--- src/rtl/cpu_bus_serializer.sv ---
// Serialises one parallel CPU access into a narrow pin frame:
// address beats, command beat, ready wait (with optional timeout), data beats.
module cpu_bus_serializer #(
  parameter int ADDR_W   = 32,
  parameter int DATA_W   = 32,
  parameter int PIN_W    = 8,
  parameter int WAIT_MAX = 15
) (
  input  logic              clk,
  input  logic              rst_n,
  input  logic              cpu_req,
  input  logic              cpu_we,
  input  logic [ADDR_W-1:0] cpu_addr,
  input  logic [DATA_W-1:0] cpu_wdata,
  output logic [DATA_W-1:0] cpu_rdata,
  output logic              cpu_ack,
  output logic              cpu_err,
  output logic              ext_frame,
  output logic [PIN_W-1:0]  ext_out,
  output logic [PIN_W-1:0]  ext_io_out,
  output logic [PIN_W-1:0]  ext_io_oe,
  input  logic [PIN_W-1:0]  ext_io_in,
  input  logic              ext_rdy
);

  localparam int NA     = ADDR_W / PIN_W;
  localparam int ND     = DATA_W / PIN_W;
  localparam int MAXB   = (NA > ND) ? NA : ND;
  localparam int BEAT_W = (MAXB > 1) ? $clog2(MAXB) : 1;
  localparam int TMO_W  = (WAIT_MAX > 0) ? $clog2(WAIT_MAX + 1) : 1;
  localparam logic [BEAT_W-1:0] ADDR_LAST = BEAT_W'(NA - 1);
  localparam logic [BEAT_W-1:0] DATA_LAST = BEAT_W'(ND - 1);
  localparam logic [TMO_W-1:0]  TMO_LAST  = TMO_W'((WAIT_MAX > 0) ? WAIT_MAX - 1 : 0);

  typedef enum logic [2:0] {
    S_IDLE, S_ADDR, S_CMD, S_WAIT, S_DATA, S_DONE
  } state_t;

  state_t              state_reg, state_next;
  logic [BEAT_W-1:0]   beat_reg, beat_next;
  logic [TMO_W-1:0]    tmo_reg, tmo_next;
  logic                err_reg, err_next;
  logic                we_reg;
  logic [ADDR_W-1:0]   addr_reg;
  logic [DATA_W-1:0]   wdata_reg;
  logic [DATA_W-1:0]   rdata_shift_reg, rdata_shift_next;

  logic [DATA_W-1:0]   cpu_rdata_reg, cpu_rdata_next;
  logic                cpu_ack_reg, cpu_ack_next;
  logic                cpu_err_reg, cpu_err_next;
  logic                ext_frame_reg, ext_frame_next;
  logic [PIN_W-1:0]    ext_out_reg, ext_out_next;
  logic [PIN_W-1:0]    ext_io_out_reg, ext_io_out_next;
  logic [PIN_W-1:0]    ext_io_oe_reg, ext_io_oe_next;

  // The first address beat is registered on the accepting edge, before addr_reg holds it.
  logic [ADDR_W-1:0]   addr_src;
  logic [PIN_W-1:0]    addr_slice [NA];
  logic [PIN_W-1:0]    wdata_slice [ND];
  logic [1:0]          cmd_bits;

  assign addr_src = (state_reg == S_IDLE) ? cpu_addr : addr_reg;
  assign cmd_bits = {we_reg, 1'b1};

  genvar gi;
  generate
    for (gi = 0; gi < NA; gi++) begin : g_addr_slice
      assign addr_slice[gi] = addr_src[gi*PIN_W +: PIN_W];
    end
    for (gi = 0; gi < ND; gi++) begin : g_wdata_slice
      assign wdata_slice[gi] = wdata_reg[gi*PIN_W +: PIN_W];
    end
  endgenerate

  always_comb begin
    state_next = state_reg;
    beat_next  = beat_reg;
    tmo_next   = tmo_reg;
    err_next   = err_reg;
    case (state_reg)
      S_IDLE: if (cpu_req) begin
        state_next = S_ADDR;
        beat_next  = '0;
        tmo_next   = '0;
        err_next   = 1'b0;
      end
      S_ADDR: if (beat_reg == ADDR_LAST) begin
        state_next = S_CMD;
        beat_next  = '0;
      end else begin
        beat_next  = beat_reg + 1'b1;
      end
      S_CMD: begin
        state_next = S_WAIT;
        tmo_next   = '0;
      end
      S_WAIT: if (ext_rdy) begin
        state_next = S_DATA;
        beat_next  = '0;
      end else if (WAIT_MAX != 0 && tmo_reg == TMO_LAST) begin
        state_next = S_DONE;
        err_next   = 1'b1;
      end else begin
        tmo_next   = tmo_reg + 1'b1;
      end
      S_DATA: if (beat_reg == DATA_LAST) begin
        state_next = S_DONE;
      end else begin
        beat_next  = beat_reg + 1'b1;
      end
      S_DONE:  state_next = S_IDLE;
      default: state_next = S_IDLE;
    endcase

    // Outputs are registered, so they are derived from the state being entered.
    ext_frame_next  = (state_next != S_IDLE) && (state_next != S_DONE);
    ext_out_next    = '0;
    ext_io_out_next = '0;
    ext_io_oe_next  = '0;
    case (state_next)
      S_ADDR: ext_out_next = addr_slice[beat_next];
      S_CMD:  ext_out_next = PIN_W'(cmd_bits);
      S_DATA: if (we_reg) begin
        ext_io_out_next = wdata_slice[beat_next];
        ext_io_oe_next  = '1;
      end
      default: ;
    endcase
    cpu_ack_next = (state_next == S_DONE);
    cpu_err_next = (state_next == S_DONE) && err_next;

    // Read beats shift in from the top so beat 0 ends up in the LSB slice.
    rdata_shift_next = rdata_shift_reg;
    if (state_reg == S_DATA && !we_reg)
      rdata_shift_next = DATA_W'({ext_io_in, rdata_shift_reg} >> PIN_W);
    cpu_rdata_next = cpu_rdata_reg;
    if (state_next == S_DONE && !err_next && !we_reg)
      cpu_rdata_next = rdata_shift_next;
  end

  always_ff @(posedge clk or negedge rst_n) begin
    if (!rst_n) begin
      state_reg       <= S_IDLE;
      beat_reg        <= '0;
      tmo_reg         <= '0;
      err_reg         <= 1'b0;
      we_reg          <= 1'b0;
      addr_reg        <= '0;
      wdata_reg       <= '0;
      rdata_shift_reg <= '0;
      cpu_rdata_reg   <= '0;
      cpu_ack_reg     <= 1'b0;
      cpu_err_reg     <= 1'b0;
      ext_frame_reg   <= 1'b0;
      ext_out_reg     <= '0;
      ext_io_out_reg  <= '0;
      ext_io_oe_reg   <= '0;
    end else begin
      state_reg       <= state_next;
      beat_reg        <= beat_next;
      tmo_reg         <= tmo_next;
      err_reg         <= err_next;
      rdata_shift_reg <= rdata_shift_next;
      cpu_rdata_reg   <= cpu_rdata_next;
      cpu_ack_reg     <= cpu_ack_next;
      cpu_err_reg     <= cpu_err_next;
      ext_frame_reg   <= ext_frame_next;
      ext_out_reg     <= ext_out_next;
      ext_io_out_reg  <= ext_io_out_next;
      ext_io_oe_reg   <= ext_io_oe_next;
      if (state_reg == S_IDLE && cpu_req) begin
        we_reg    <= cpu_we;
        addr_reg  <= cpu_addr;
        wdata_reg <= cpu_wdata;
      end
    end
  end

  assign cpu_rdata  = cpu_rdata_reg;
  assign cpu_ack    = cpu_ack_reg;
  assign cpu_err    = cpu_err_reg;
  assign ext_frame  = ext_frame_reg;
  assign ext_out    = ext_out_reg;
  assign ext_io_out = ext_io_out_reg;
  assign ext_io_oe  = ext_io_oe_reg;

endmodule
--- config.mk ---
export PLATFORM = sky130hd
export DESIGN_NAME = cpu_bus_serializer
export DESIGN_NICKNAME = d
export VERILOG_FILES = /design/src/rtl/cpu_bus_serializer.sv
export SDC_FILE = /design/constraint.sdc
export NUM_CORES = 1
export LEC_CHECK = 0
export CAP_MARGIN = 20
export CORE_MARGIN = 5
export CORE_UTILIZATION = 40
export CTS_BUF_LIST = sky130_fd_sc_hd__clkbuf_16
export DETAILED_ROUTE_END_ITERATION = 16
export DONT_BUFFER_PORTS = 1
export PLACE_DENSITY = 0.51
export SYNTH_ARGS = -nofsm -noshare
export SYNTH_HDL_FRONTEND = slang
export SYNTH_SLANG_ARGS = --single-unit
--- constraint.sdc ---
create_clock -name clk -period 4.48 [get_ports clk]
set_input_delay 0.224 -clock clk [delete_from_list [all_inputs] [get_ports clk]]
set_output_delay 0.224 -clock clk [all_outputs]
set_load 0.02 [all_outputs]
=== Yosys cells after proc, flatten, opt, wreduce, memory -nomap -nowiden ===
Cells that the tools add are included.

* Flip-flop bits (word level): 166
* Output and inout bits: 59
* Word-level logic and storage cells: 77

* Add/subtract/negate cells: 2
* Order comparisons: 1
* Equality and inequality tests: 14
* Multiplexer cells: 32
* Bitwise operators: 1
* Reduce and logical (&&, ||, !) cells: 12

{| class="wikitable"
|+ Operators with widths
! cell !! count
|-
| $mux W32 || 2
|-
| $mux W8 || 8
|-
| $bmux W8 S2 || 2
|-
| $pmux W8 S2 || 1
|-
| $mux W3 || 5
|-
| $pmux W3 S5 || 1
|-
| $mux W4 || 3
|-
| $pmux W4 S3 || 1
|-
| $eq A3 B2 Y1 const B || 3
|-
| $eq A3 B3 Y1 const B || 3
|-
| $mux W2 || 4
|-
| $pmux W2 S4 || 1
|-
| $eq A3 B1 Y1 const B || 2
|-
| $logic_and A1 B1 Y1 || 6
|-
| $ne A2 B2 Y1 const B || 3
|-
| $reduce_bool A3 Y1 || 2
|-
| $add A4 B1 Y4 const B || 1
|-
| $eq A4 B4 Y1 const B || 1
|-
| $reduce_and A4 Y1 || 1
|-
| $ge A3 B3 Y1 const B || 1
|-
| $logic_not A3 Y1 || 1
|-
| $mux W1 || 3
|-
| $ne A3 B3 Y1 const B || 1
|-
| $not A2 Y3 || 1
|-
| other kinds (4) || 5
|}

=== Depth between registers and ports, before layout ===
* Word-level depth: 9
* Depth in mapped cells: 10
* Depth with buffers taken out: 8

=== Least setup slack after synthesis ===
OpenSTA, ideal clock, no wires.

* Kind: register to register
* From: reg beat_reg[0]
* To: reg ext_io_out_reg[3] (netlist: ext_io_out[3])
* Arrival: 2.063 ns
* Setup slack: 2.298 ns
* Cell stages (with the launch flop): 9
* Buffers on the path: 2
* Period minus slack after synthesis: 2.182 ns
* Cell sequence: dfrtp_1 -> ha_1 -> nor4b_2 -> o21bai_1 -> and2_1 -> buf_6 -> buf_6 -> mux4_2 -> and2_1

* Word-level cells in the longest chain between the ends: 9

{| class="wikitable"
|+ RTL lines
! what !! line !! RTL
|-
| start, declared || 40 || <nowiki>logic [BEAT_W-1:0] beat_reg, beat_next;</nowiki>
|-
| start signal, assigned || 160 || <nowiki>beat_reg <= beat_next;</nowiki>
|-
| $add A2 B1 Y2 / $eq A2 B2 Y1 (equally long branches) || n/a ||
|-
| $mux W2, on equally long branches || 106, 87 ||
|-
| $pmux W2 S4 || 80 || <nowiki>case (state_reg)</nowiki>
|-
| $not A2 Y3 (implied by the code) || 124 || <nowiki>ext_io_out_next = wdata_slice[beat_next];</nowiki>
|-
| $bmux W8 S2 || 124 ||
|-
| $mux W8 (implied by the code) (2 in a row) || 124 ||
|-
| $mux W8 || 123 || <nowiki>S_DATA: if (we_reg) begin</nowiki>
|-
| $mux W8 * || 120 || <nowiki>case (state_next)</nowiki>
|-
| net ext_io_out_next[3] || 53 || <nowiki>logic [PIN_W-1:0] ext_io_out_reg, ext_io_out_next;</nowiki>
|-
| end signal, assigned || 169 || <nowiki>ext_io_out_reg <= ext_io_out_next;</nowiki>
|-
| end, declared || 53 ||
|}

The timed path passes the listed nets; every way through them passes the cells marked *. The select of a mux whose other input is x is not followed.
A chain may end at the register's enable or synchronous reset.

=== Worst setup path after layout ===
* From: reg state_reg[2]
* To: reg ext_io_out_reg[4] (netlist: ext_io_out[4])

* Word-level cells in the longest chain between the ends: 8

{| class="wikitable"
|+ RTL lines
! what !! line !! RTL
|-
| start, declared || 39 || <nowiki>state_t state_reg, state_next;</nowiki>
|-
| start signal, assigned || 159 || <nowiki>state_reg <= state_next;</nowiki>
|-
| $eq A3 B3 Y1 (tied with other cells) || 80 ||
|-
| $pmux W2 S4 || 80 ||
|-
| $not A2 Y3 (implied by the code) || 124 ||
|-
| $bmux W8 S2 || 124 ||
|-
| $mux W8 (implied by the code) (2 in a row) || 124 ||
|-
| $mux W8 || 123 ||
|-
| $mux W8 * || 120 ||
|-
| net ext_io_out_next[4] || 53 ||
|}

Marks and branches as above.

==> impl_metrics.csv <==
group,metric,value,unit
synth,synth_compound_area_share,6.42,%
synth,synthTopCellsByArea,"sky130_fd_sc_hd__dfrtp_1 56%, sky130_fd_sc_hd__nand2_1 13%, sky130_fd_sc_hd__mux2_4 6.3%, sky130_fd_sc_hd__mux2_2 5.2%, sky130_fd_sc_hd__mux4_2 2.5%",
placement,global_placement_routability_congestion,0.800,
route,routedWlPerCell,17.5,um
pwr,p_int,0.00362,W
flow_run,max_cap_violations,0,
floorplan,io_pins,136,
sta,grt_setup_unrepaired,"no",
floorplan,num_rows,48,
synth,synth.top_cell.area_share,55.8,%
pwr,power.sequential.fraction,40.3,%
setup_path,crit_path_end_kind,"register",
synth,synth_seq_cells,159,
pwr,power_frac_clock,25.5,%
pwr,power_density,675,nW/um2
pwr,leakagePower,4.28,nW
sta,finalHoldViolCount,0,
synth,ys.flop_type,"sky130_fd_sc_hd__dfrtp_1",
sta,relSlewSlack,40.7,%
setup_path,crit_path_max_incr_delay,0.78,ns
setup_path,critical_path.n_buffers_inverters,0,
sta,setup-violations-final,0,
global_routing,grt_pass1_wl,26700,um
sta,worst_pin_slew,0.890,ns
clocking,clock_tree.htree_level_count,4,
synth,synth_adder_area_share,0.877,%
synth,synthSimpleGateAreaFrac,17.6,%
placement,port_buffers,0,
setup_path,critPathMostFrequentCell,"sky130_fd_sc_hd__and2_1",
pwr,totalPowerFinal,0.00582,W
pwr,switching_share,37.8,%
sta,final.setup_skew,0.0113,ns
route,avgViaCountPerCell,5.05,
global_routing,grt_antenna_before_repair,0,
cells_and_area,n_antenna_cell,0,
setup_path,cell_family_with_the_largest_share_of_critical_path_delay,"simple AND/OR/NAND/NOR gates",
setup_path,timing.critical_path.cells,"nor3_2 > o31ai_4 > and2_1 > mux4_2 > and2_1",
cells_and_area,layout.filler_cells,1636,
floorplan,die-width,144,um
synth,synth_xor_xnor_area_share,0,%
synth,ys_seq_area_share,55.8,%
cells_and_area,multiInputGateArea,2870,um2
worst_hold_path,worst_hold_path.endpoint,"tmo_reg[2]",
synth,synthesis.nets,734,
setup_path,r2r_end,"ext_io_out[4]",
synth,netlist_instances,652,
cells_and_area,final_core_utilization,49.6,%
clocking,insertion_delay,0.42,ns
setup_path,critical_path.max_fanout,17,
synth,synth.cell_area,7130,um2
sta,layout_min_cycle_time,3.27,ns
global_routing,grt.overflow.total,0,
setup_path,worst_ep_arrival_time,3.58,ns
worst_hold_path,holdCritPathClass,"input pin to register",
synth,yosys.cell_types.count,52,
setup_path,worst_r2r_path_depth,5,
clocking,clk_pin_slew,0.07,ns
route,firstDrtPassIters,4,
sta,post_route_setup_tns,0,ns
global_routing,vias_in_the_first_global_route,5047,
synth,main_combinational_cell_family_by_area_after_synthesis,"simple AND/OR/NAND/NOR gates",
synth,synth_enable_flop_cells,0,
synth,yosys.area.top_type,"sky130_fd_sc_hd__dfrtp_1",
setup_path,worst_ep_required_time,4.79,ns
worst_hold_path,holdCritStartpoint,"ext_rdy",
clocking,tritoncts.num_buffers,17,
global_routing,grt_start_max_net_pins,160,
setup_path,cpMaxStageDelayCell,"sky130_fd_sc_hd__and2_1",
clocking,cts_max_path_buffers,2,
sta,max_freq,0.306,GHz
floorplan,core_region_area,17400,um2
setup_path,reg2reg_from,"state_reg[2]",
cells_and_area,ff_latch_area,3980,um2
clocking,ctsRootBufferMaster,"sky130_fd_sc_hd__clkbuf_16",
clocking,tritoncts_num_sinks,159,
sta,setup_ws,1.21,ns
pwr,max-vdd-ir-drop,294,uV
floorplan,initial_core_util,40.9,%
cells_and_area,drive_gt1_share,17.2,%
cells_and_area,area_growth_syn_to_layout,21.0,%
route,postRouteWirelength,16600,um
placement,post-dp-hpwl,10600,um
setup_path,critical_path.startpoint_type,"register",
synth,ys_async_sr_fraction,100,%
route,drc_markers,0,
floorplan,die_y,144,um
pwr,combinationalPowerShare,34.2,%
sta,final_max_slew_viol_count,0,
cells_and_area,nNetsFinal,792,
status,status,"completed",
route,initialDrtViolationCount,278,
clocking,tritoncts_clock_tree,"yes",
route,routed-via-count,4788,
sta,period_share,73.0,%
global_routing,grtUsageTotal,16.5,%
synth,ys.warnings.count,0,
floorplan,design.die.area,20600,um2
synth,synthesis.area_per_instance,10.9,um2
worst_hold_path,min_path_cells,3,
route,drt.antenna.violating_nets,0,
setup_path,worst_case_register_to_register_setup_slack,1.21,ns
placement,preCtsSetupSlack,1.19,ns
pwr,netSwitchingPower,0.00220,W
setup_path,path_class,"register to register",
synth,mux_contribution_to_synthesized_area,15.1,%
## final cells by class
type                       instances  share of cell area [%]
clock inverter                    15                    2.22
inverter                          11                   0.478
tap                              225                    3.26
multi-input combinational        436                    33.2
timing repair buffer              85                    9.77
sequential                       159                    46.1
clock buffer                      17                    4.93
## cells by family (layout without fill, tap and decap cells)
family	count (synthesis)	in the layout
flops	159	159
mux	78	78
compound gates	56	56
fa+ha+maj	5	5
simple gates	297	297
buf+inv	57	128
## power groups by stage
| stage | combinational (W) | clock [W] | sequential [W] |
|---|---|---|---|
| 6_report | 0.00199 | 0.00148 | 0.00235 |
| 5_1_grt | 0.00223 | 0.00158 | 0.00241 |
| 4_1_cts | 0.00203 | 0.00153 | 0.00235 |
| 3_5_place_dp | 0.00194 | 0 | 0.00238 |
| 3_3_place_gp | 0.00188 | 0 | 0.00236 |
| 2_1_floorplan | 0.00164 | 0 | 0.00223 |
## synthesized netlist by cell type, types with 2 or more instances
cell type                  instances
sky130_fd_sc_hd__a2111o_1          2
sky130_fd_sc_hd__a21oi_1           9
sky130_fd_sc_hd__a221oi_1          7
sky130_fd_sc_hd__a22oi_1           2
sky130_fd_sc_hd__a311o_1           6
sky130_fd_sc_hd__a31oi_1           2
sky130_fd_sc_hd__and2_0            5
sky130_fd_sc_hd__and2_1           14
sky130_fd_sc_hd__and3_1            2
sky130_fd_sc_hd__buf_1             5
sky130_fd_sc_hd__buf_2            10
sky130_fd_sc_hd__buf_4             8
sky130_fd_sc_hd__buf_6             6
sky130_fd_sc_hd__clkbuf_1         17
sky130_fd_sc_hd__dfrtp_1         159
sky130_fd_sc_hd__ha_1              5
sky130_fd_sc_hd__inv_1            10
sky130_fd_sc_hd__mux2_1            2
sky130_fd_sc_hd__mux2_2           33
sky130_fd_sc_hd__mux2_4           30
sky130_fd_sc_hd__mux2i_1           5
sky130_fd_sc_hd__mux4_2            8
sky130_fd_sc_hd__nand2_1         250
sky130_fd_sc_hd__nand3b_1          2
sky130_fd_sc_hd__nand4_1           7
sky130_fd_sc_hd__nor2_1            4
sky130_fd_sc_hd__nor3_2            2
sky130_fd_sc_hd__o211ai_1          6
sky130_fd_sc_hd__o21ai_0           9
sky130_fd_sc_hd__o31a_1            2
sky130_fd_sc_hd__or3b_1            2
## tightest hold or removal path, cell delays in order
cell and delay [ns]:
sky130_fd_sc_hd__nor2_1 0.06, sky130_fd_sc_hd__nand2_1 0.07, sky130_fd_sc_hd__o21ai_0 0.06
## through the flow
stage | hold WS (ns) | cell area [um2] | instances
after floorplan | -0.0716 | 7130 | 652
after global placement | -0.0616 | 7250 | 841
after detailed placement | -0.0629 | 7250 | 841
after CTS | 0.0288 | 8630 | 948
after global routing | 0.0611 | 8630 | 948
final | 0.0527 | 8630 | 948
## worst max-delay path by stage
stage | to | start | cells past startpoint
6_report | ext_io_out[4] | state_reg[2] | 5
5_1_grt | ext_io_out[4] | state_reg[2] | 5
4_1_cts | ext_io_out[4] | state_reg[2] | 5
3_5_place_dp | ext_io_out[4] | state_reg[2] | 5
3_3_place_gp | ext_io_out[6] | state_reg[2] | 5
2_1_floorplan | ext_io_out[3] | beat_reg[0] | 8
## routing by layer
layer / vias up / GRT usage [%] / routed length (um)
met4: 0 / 5.15 / 201
met1: 2366 / 21.0 / 7230
li1: 2297 / - / -
met3: 15 / 5.42 / 1150
met5: - / 0 / 0
met2: 110 / 26.9 / 8040
## placed cells by master, fill, tap and decap left out, types with 2 or more instances in the layout
master / synthesis / layout
sky130_fd_sc_hd__inv_8: 0 / 7
sky130_fd_sc_hd__mux2i_1: 5 / 5
sky130_fd_sc_hd__o31a_1: 2 / 2
sky130_fd_sc_hd__mux4_2: 8 / 8
sky130_fd_sc_hd__nand3b_1: 2 / 2
sky130_fd_sc_hd__a22oi_1: 2 / 2
sky130_fd_sc_hd__mux2_4: 30 / 30
sky130_fd_sc_hd__mux2_2: 33 / 33
sky130_fd_sc_hd__nor2_1: 4 / 4
sky130_fd_sc_hd__a21oi_1: 9 / 9
sky130_fd_sc_hd__and2_1: 14 / 13
sky130_fd_sc_hd__a31oi_1: 2 / 2
sky130_fd_sc_hd__ha_1: 5 / 5
sky130_fd_sc_hd__a221oi_1: 7 / 7
sky130_fd_sc_hd__buf_4: 8 / 10
sky130_fd_sc_hd__inv_1: 10 / 10
sky130_fd_sc_hd__nand4_1: 7 / 7
sky130_fd_sc_hd__clkbuf_16: 0 / 17
sky130_fd_sc_hd__dlygate4sd3_1: 0 / 74
sky130_fd_sc_hd__clkinv_8: 0 / 3
sky130_fd_sc_hd__or3b_1: 2 / 2
sky130_fd_sc_hd__and2_0: 5 / 5
sky130_fd_sc_hd__o211ai_1: 6 / 6
sky130_fd_sc_hd__dfrtp_1: 159 / 159
sky130_fd_sc_hd__a311o_1: 6 / 6
sky130_fd_sc_hd__a2111o_1: 2 / 2
sky130_fd_sc_hd__and3_1: 2 / 2
sky130_fd_sc_hd__inv_6: 0 / 2
sky130_fd_sc_hd__nand2_1: 250 / 249
sky130_fd_sc_hd__o21ai_0: 9 / 9
sky130_fd_sc_hd__mux2_1: 2 / 2
## repair_timing
item                                   4_1_cts  5_1_grt
hold buffers                                75        0
resized for setup                            0        0
endpoints found under the hold margin      232        0
buffers inserted                             0        0
No activity file was read; power rests on OpenSTA's default activity.
